<file path="src/rtl/frame_transmit.sv">
// Framed 24-bit word transmitter: HEAD0, HEAD1, then data bytes MSB first, over a UART start/done handshake.
// Define FRAME_CHECKSUM_EN to append a mod-256 checksum byte of the three data bytes.
module frame_transmit #(
  parameter logic [7:0]  HEAD0       = 8'hFF,
  parameter logic [7:0]  HEAD1       = 8'hAB,
  parameter int unsigned TIMEOUT_CYC = 65536
) (
  input  logic        clk,
  input  logic        reset,
  input  logic        send_go,
  input  logic [23:0] send_data,
  input  logic        tx_done,
  output logic        tx_start,
  output logic [7:0]  tx_byte,
  output logic        busy,
  output logic        send_done,
  output logic        send_err
);

`ifdef FRAME_CHECKSUM_EN
  localparam logic [2:0] LAST = 3'd5;
`else
  localparam logic [2:0] LAST = 3'd4;
`endif

  localparam int unsigned TW =
    (TIMEOUT_CYC > 2) ? $clog2(TIMEOUT_CYC) : 1;
  localparam int unsigned TLIM_I =
    (TIMEOUT_CYC > 0) ? TIMEOUT_CYC - 1 : 0;
  localparam logic [TW-1:0] TLIM = TLIM_I[TW-1:0];
  localparam logic [TW-1:0] TMAX = '1;
  localparam bit TO_EN = (TIMEOUT_CYC != 0);

  typedef enum logic [1:0] {IDLE, START, WAIT} state_t;

  state_t        state_q, state_d;
  logic [2:0]    idx_q, idx_d;
  logic [TW-1:0] timer_q, timer_d;
  logic [23:0]   word_q, word_d;
  logic [7:0]    byte_q, byte_d;
  logic          done_q, done_d;
  logic          err_q, err_d;
  logic          timeout;

  function automatic logic [7:0] pick(
    input logic [2:0]  i,
    input logic [23:0] w
  );
    logic [7:0] b;
    b = 8'h00;
    case (i)
      3'd0: b = HEAD0;
      3'd1: b = HEAD1;
      3'd2: b = w[23:16];
      3'd3: b = w[15:8];
      3'd4: b = w[7:0];
`ifdef FRAME_CHECKSUM_EN
      3'd5: b = w[23:16] + w[15:8] + w[7:0];
`endif
      default: b = 8'h00;
    endcase
    return b;
  endfunction

  // Timer counts cycles since the current tx_start.
  assign timeout = TO_EN && (timer_q >= TLIM);

  always_ff @(posedge clk or posedge reset) begin
    if (reset) begin
      state_q <= IDLE;
      idx_q   <= '0;
      timer_q <= '0;
      word_q  <= '0;
      byte_q  <= '0;
      done_q  <= 1'b0;
      err_q   <= 1'b0;
    end else begin
      state_q <= state_d;
      idx_q   <= idx_d;
      timer_q <= timer_d;
      word_q  <= word_d;
      byte_q  <= byte_d;
      done_q  <= done_d;
      err_q   <= err_d;
    end
  end

  always_comb begin
    state_d = state_q;
    unique case (state_q)
      IDLE:  if (send_go) state_d = START;
      START: state_d = WAIT;
      WAIT: begin
        if (tx_done)
          state_d = (idx_q == LAST) ? IDLE : START;
        else if (timeout)
          state_d = IDLE;
      end
      default: state_d = IDLE;
    endcase
  end

  always_comb begin
    idx_d   = idx_q;
    timer_d = timer_q;
    word_d  = word_q;
    byte_d  = byte_q;
    done_d  = 1'b0;
    err_d   = 1'b0;
    unique case (state_q)
      IDLE: begin
        if (send_go) begin
          word_d  = send_data;
          idx_d   = '0;
          byte_d  = HEAD0;
          timer_d = '0;
        end
      end
      START: begin
        if (timer_q != TMAX) timer_d = timer_q + 1'b1;
      end
      WAIT: begin
        if (tx_done) begin
          if (idx_q == LAST) begin
            done_d = 1'b1;
          end else begin
            idx_d   = idx_q + 3'd1;
            byte_d  = pick(idx_q + 3'd1, word_q);
            timer_d = '0;
          end
        end else if (timeout) begin
          err_d = 1'b1;
        end else if (timer_q != TMAX) begin
          timer_d = timer_q + 1'b1;
        end
      end
      default: ;
    endcase
  end

  always_comb begin
    tx_start  = (state_q == START);
    busy      = (state_q != IDLE);
    tx_byte   = byte_q;
    send_done = done_q;
    send_err  = err_q;
  end

endmodule
</file>
<file path="config.mk">
export PLATFORM = sky130hd
export DESIGN_NAME = frame_transmit
export DESIGN_NICKNAME = d
export VERILOG_FILES = /design/src/rtl/frame_transmit.sv
export SDC_FILE = /design/constraint.sdc
export NUM_CORES = 1
export LEC_CHECK = 0
export CAP_MARGIN = 40
export CORE_MARGIN = 8
export CORE_UTILIZATION = 54
export CTS_BUF_LIST = sky130_fd_sc_hd__clkbuf_16
export DETAILED_ROUTE_END_ITERATION = 10
export GPL_TIMING_DRIVEN = 0
export PLACE_DENSITY = 0.79
export SKIP_LAST_GASP = 1
export SLEW_MARGIN = 20
export SYNTH_ARGS = -nofsm -noshare
export SYNTH_HDL_FRONTEND = slang
export SYNTH_SLANG_ARGS = --single-unit
</file>
<file path="constraint.sdc">
create_clock -name clk -period 2.71 [get_ports clk]
set_clock_uncertainty 0.05 [all_clocks]
set_input_delay 0.6775 -clock clk [delete_from_list [all_inputs] [get_ports clk]]
set_output_delay 0.6775 -clock clk [all_outputs]
set_load 0.03 [all_outputs]
</file>
==> impl_results.md <==
* Peak supply drop at 516.1 uV
* Adder-cell share of the synthesized area at 0.04480
* H-tree depth at 2
* XOR/XNOR Fraction of Synth Area at 0.008961
* Initial antenna violation count at 0
* Clock root cell: clkbuf_16
* Syn nets at 297
* WHS Path Cells at 1
* # port buffers at 39
* Vias in the first global route at 2220
* Slew HR at 0.4870
* Hpwl dp at 4491 um
* Die Width at 87.92 um
* Core Util, Final at 0.6772
* Area grow syn2layout at 22.27%
* Avg Cell Area, Syn at 10.78 um^2
* Post-CTS setup buffer count at 0
* Initial DRT Pass Iterations at 4
* Min-Delay Path Class: flip-flop to flip-flop
* Lkg Pwr at 1.439 nW
* N_diodes at 0
* Final nets at 343
* Worst EP arrival at 1760 ps
* Synth Area in Simple Gates at 0.1322
* Yosys top cell area share at 0.4928
* Filler cells at 410
* Yosys top cell by area: dfrtp_1
* WS Path Type: flip-flop to output port
* R2r endpoint: timer_q[15]$_DFFE_PP0P_
* Routed len/inst at 16.69 um
* Ports at 40
* Commonest non-fill, non-tap cells in the layout: dfrtp_1, clkdlybuf4s50_1, nor2_1
* FF+latch count, synth at 55
* Site Rows at 26
* Crit path buf inv count at 2
* Final Cell Area at 3415 um^2
* Critical R2R Launch: idx_q[0]$_DFFE_PP0P_
* First-pass GRT wire length at 10740 um
* Max Fclk at 401.3 MHz
* Final worst-path cycle share at 0.9196
* Worst-Skew Late Latency at 290 ps
* Inst Count DP at 368
* Starting Density at 0.5538
* R2R depth at 7
* Gr ovfl total at 0
* Crit path max fanout at 5
* Bufs on Longest Clock Path at 2
* Worst-path clk slew at 70 ps
* R2R Setup Slk at 400 ps
* TritonCTS clock tree: built
* Pwr per Cell Area at 888.0 nW/um^2
* CP Launch Type: flip-flop
* Total wire length at 6274 um
* Sequential share of the synthesized area at 0.4928
* TritonCTS Buffers at 5
* Drc violations at 0
* Most common cell after layout, fill and taps aside: dfrtp_1
* Family with the most delay on the worst path: buffers and inverters
* Share of cells above drive strength 1 at 0.1601
* Distinct cells, synth at 51
* Top FF cell, synth: dfrtp_1
* Hold Path End: word_q[17]$_DFFE_PP0P_
* YS warnings at 0
* Synth top area cells: dfrtp_1, mux2_2, ha_1, nor2_1, a21oi_1
* Core outline area at 5042 um^2
* Detailed Route Iter0 Violations at 185
* EDFF count, synth at 0
* Fin Hold WS at 457.7 ps
* Max Slew Vio Count at 0
* Max cap viols at 0
* Slowest stage delay, CP at 720 ps
* Die area at 7729 um^2
* Clock Sink Count at 55
* Vias after detailed routing at 2218
* Fraction of synthesized area in multiplexers at 0.1044
* Share of flip-flops with an asynchronous set or reset at 1.000
* Crit. End Element: output port
* Post-Syn Area at 2793 um^2
* # hold bufs at CTS at 0
* Vias per cell at 5.899
* Complex-gate fraction of the synthesized area at 0.1891
* Largest net degree at the start of global routing at 56
* Min-delay src: word_q[17]$_DFFE_PP0P_
* Die outline height at 87.92 um
* Worst path cell trace: inv_1 -> ha_1 -> clkdlybuf4s50_1
* Placer Congestion at 0.8685
* CP max-delay cell: clkdlybuf4s50_1
* Final min period at 2492 ps
* Main combinational cell family by area after synthesis: compound AO/OA/AOI/OAI gates
* Outcome: finished, final reports clean
* Post-route ant nets at 0
* RSZ-0062 raised after global routing: no
* Placed cell area at 3273 um^2
* Final Hold Viols at 0
* Post-synthesis instance total at 259
* Endpoints failing setup at 0
* Global Route Usage Sum at 0.1761
* Resized cells post-CTS at 0
* Worst slew pin tran at 764.4 ps
* Finished Layout Cells at 376
* CP required at 1980 ps
## logic make-up (layout without fill, tap and decap cells)
group | Yosys count | count (layout)
fa+ha+maj | 10 | 10
compound gates | 75 | 75
flops | 55 | 55
buf+inv | 20 | 67
mux | 26 | 26
xor+xnor | 2 | 2
simple gates | 71 | 71
## state kept, by name, indices dropped and copies added (netlist names)
register   count
idx_q          3
send_done      1
send_err       1
state_q        2
timer_q       16
tx_byte        8
word_q        24
## through the flow
stage,setup WS (ps),total power [W],TNS (ps)
2_1_floorplan,639.6,0.002049,0
3_3_place_gp,-349.3,0.002368,-19060
3_5_place_dp,-15.12,0.002412,-15.12
4_1_cts,212.8,0.003041,0
5_1_grt,88.25,0.003236,0
6_report,217.9,0.003032,0
## final cells by class
cell class	instances	area, um^2	share of cell area
sequential	55	1376	0.4031
clock buffer	5	125.1	0.03664
multi-input combinational	184	1339	0.3921
inverter	11	43.79	0.01283
buffer	9	36.28	0.01063
tap	70	87.58	0.02565
clock inverter	3	16.27	0.004764
timing repair buffer	39	390.4	0.1143
## power by group
group | internal (W) | switching (W)
clock network | 0.000338 | 0.000287
registers | 0.00106 | 0.000143
logic | 0.000530 | 0.000671
total | 0.00193 | 0.00110
## per-layer routing
metal  share of wire  global-route usage  vias to the layer above  wire length [um]
li1                -                   -                     1055                 -
met1            0.49              0.2435                     1124              3059
met2            0.47              0.2709                       34              2950
met3           0.032             0.03846                        5               199
met4           0.010             0.04531                        0                65
met5               0                   0                        -                 0
## worst max-delay path by stage
stage                                 startpoint                 endpoint  slack [ps]  cells past startpoint
final                     state_q[1]$_DFFE_PP0P_                 tx_start         220                      3
after global routing      state_q[0]$_DFFE_PP0P_                     busy          90                      4
after CTS                 state_q[1]$_DFFE_PP0P_                 tx_start         210                      3
after detailed placement                 tx_done  timer_q[15]$_DFFE_PP0P_         -20                      6
after global placement                     reset  timer_q[13]$_DFFE_PP0P_        -350                      2
after floorplan                            reset     idx_q[0]$_DFFE_PP0P_         640                      1
## cell usage after synthesis (2+ instances only)
cell type and n:
dfrtp_1 55, nor2_1 25, mux2_2 24, a21oi_1 15, nand2_1 13, inv_1 11
ha_1 10, nand3_1 9, a22oi_1 8, a31oi_1 7, o21ai_0 7, clkbuf_1 5
o21ai_1 5, o221a_2 5, nand4_1 4, a21o_1 3, a41oi_1 3, nor3_1 3
o22ai_1 3, o31ai_1 3, o41ai_1 3, a32o_1 2, and3_1 2, and4_1 2
buf_1 2, buf_2 2, nor2b_1 2, o21a_1 2, o22a_1 2
Power figures use the tool's default switching activity.
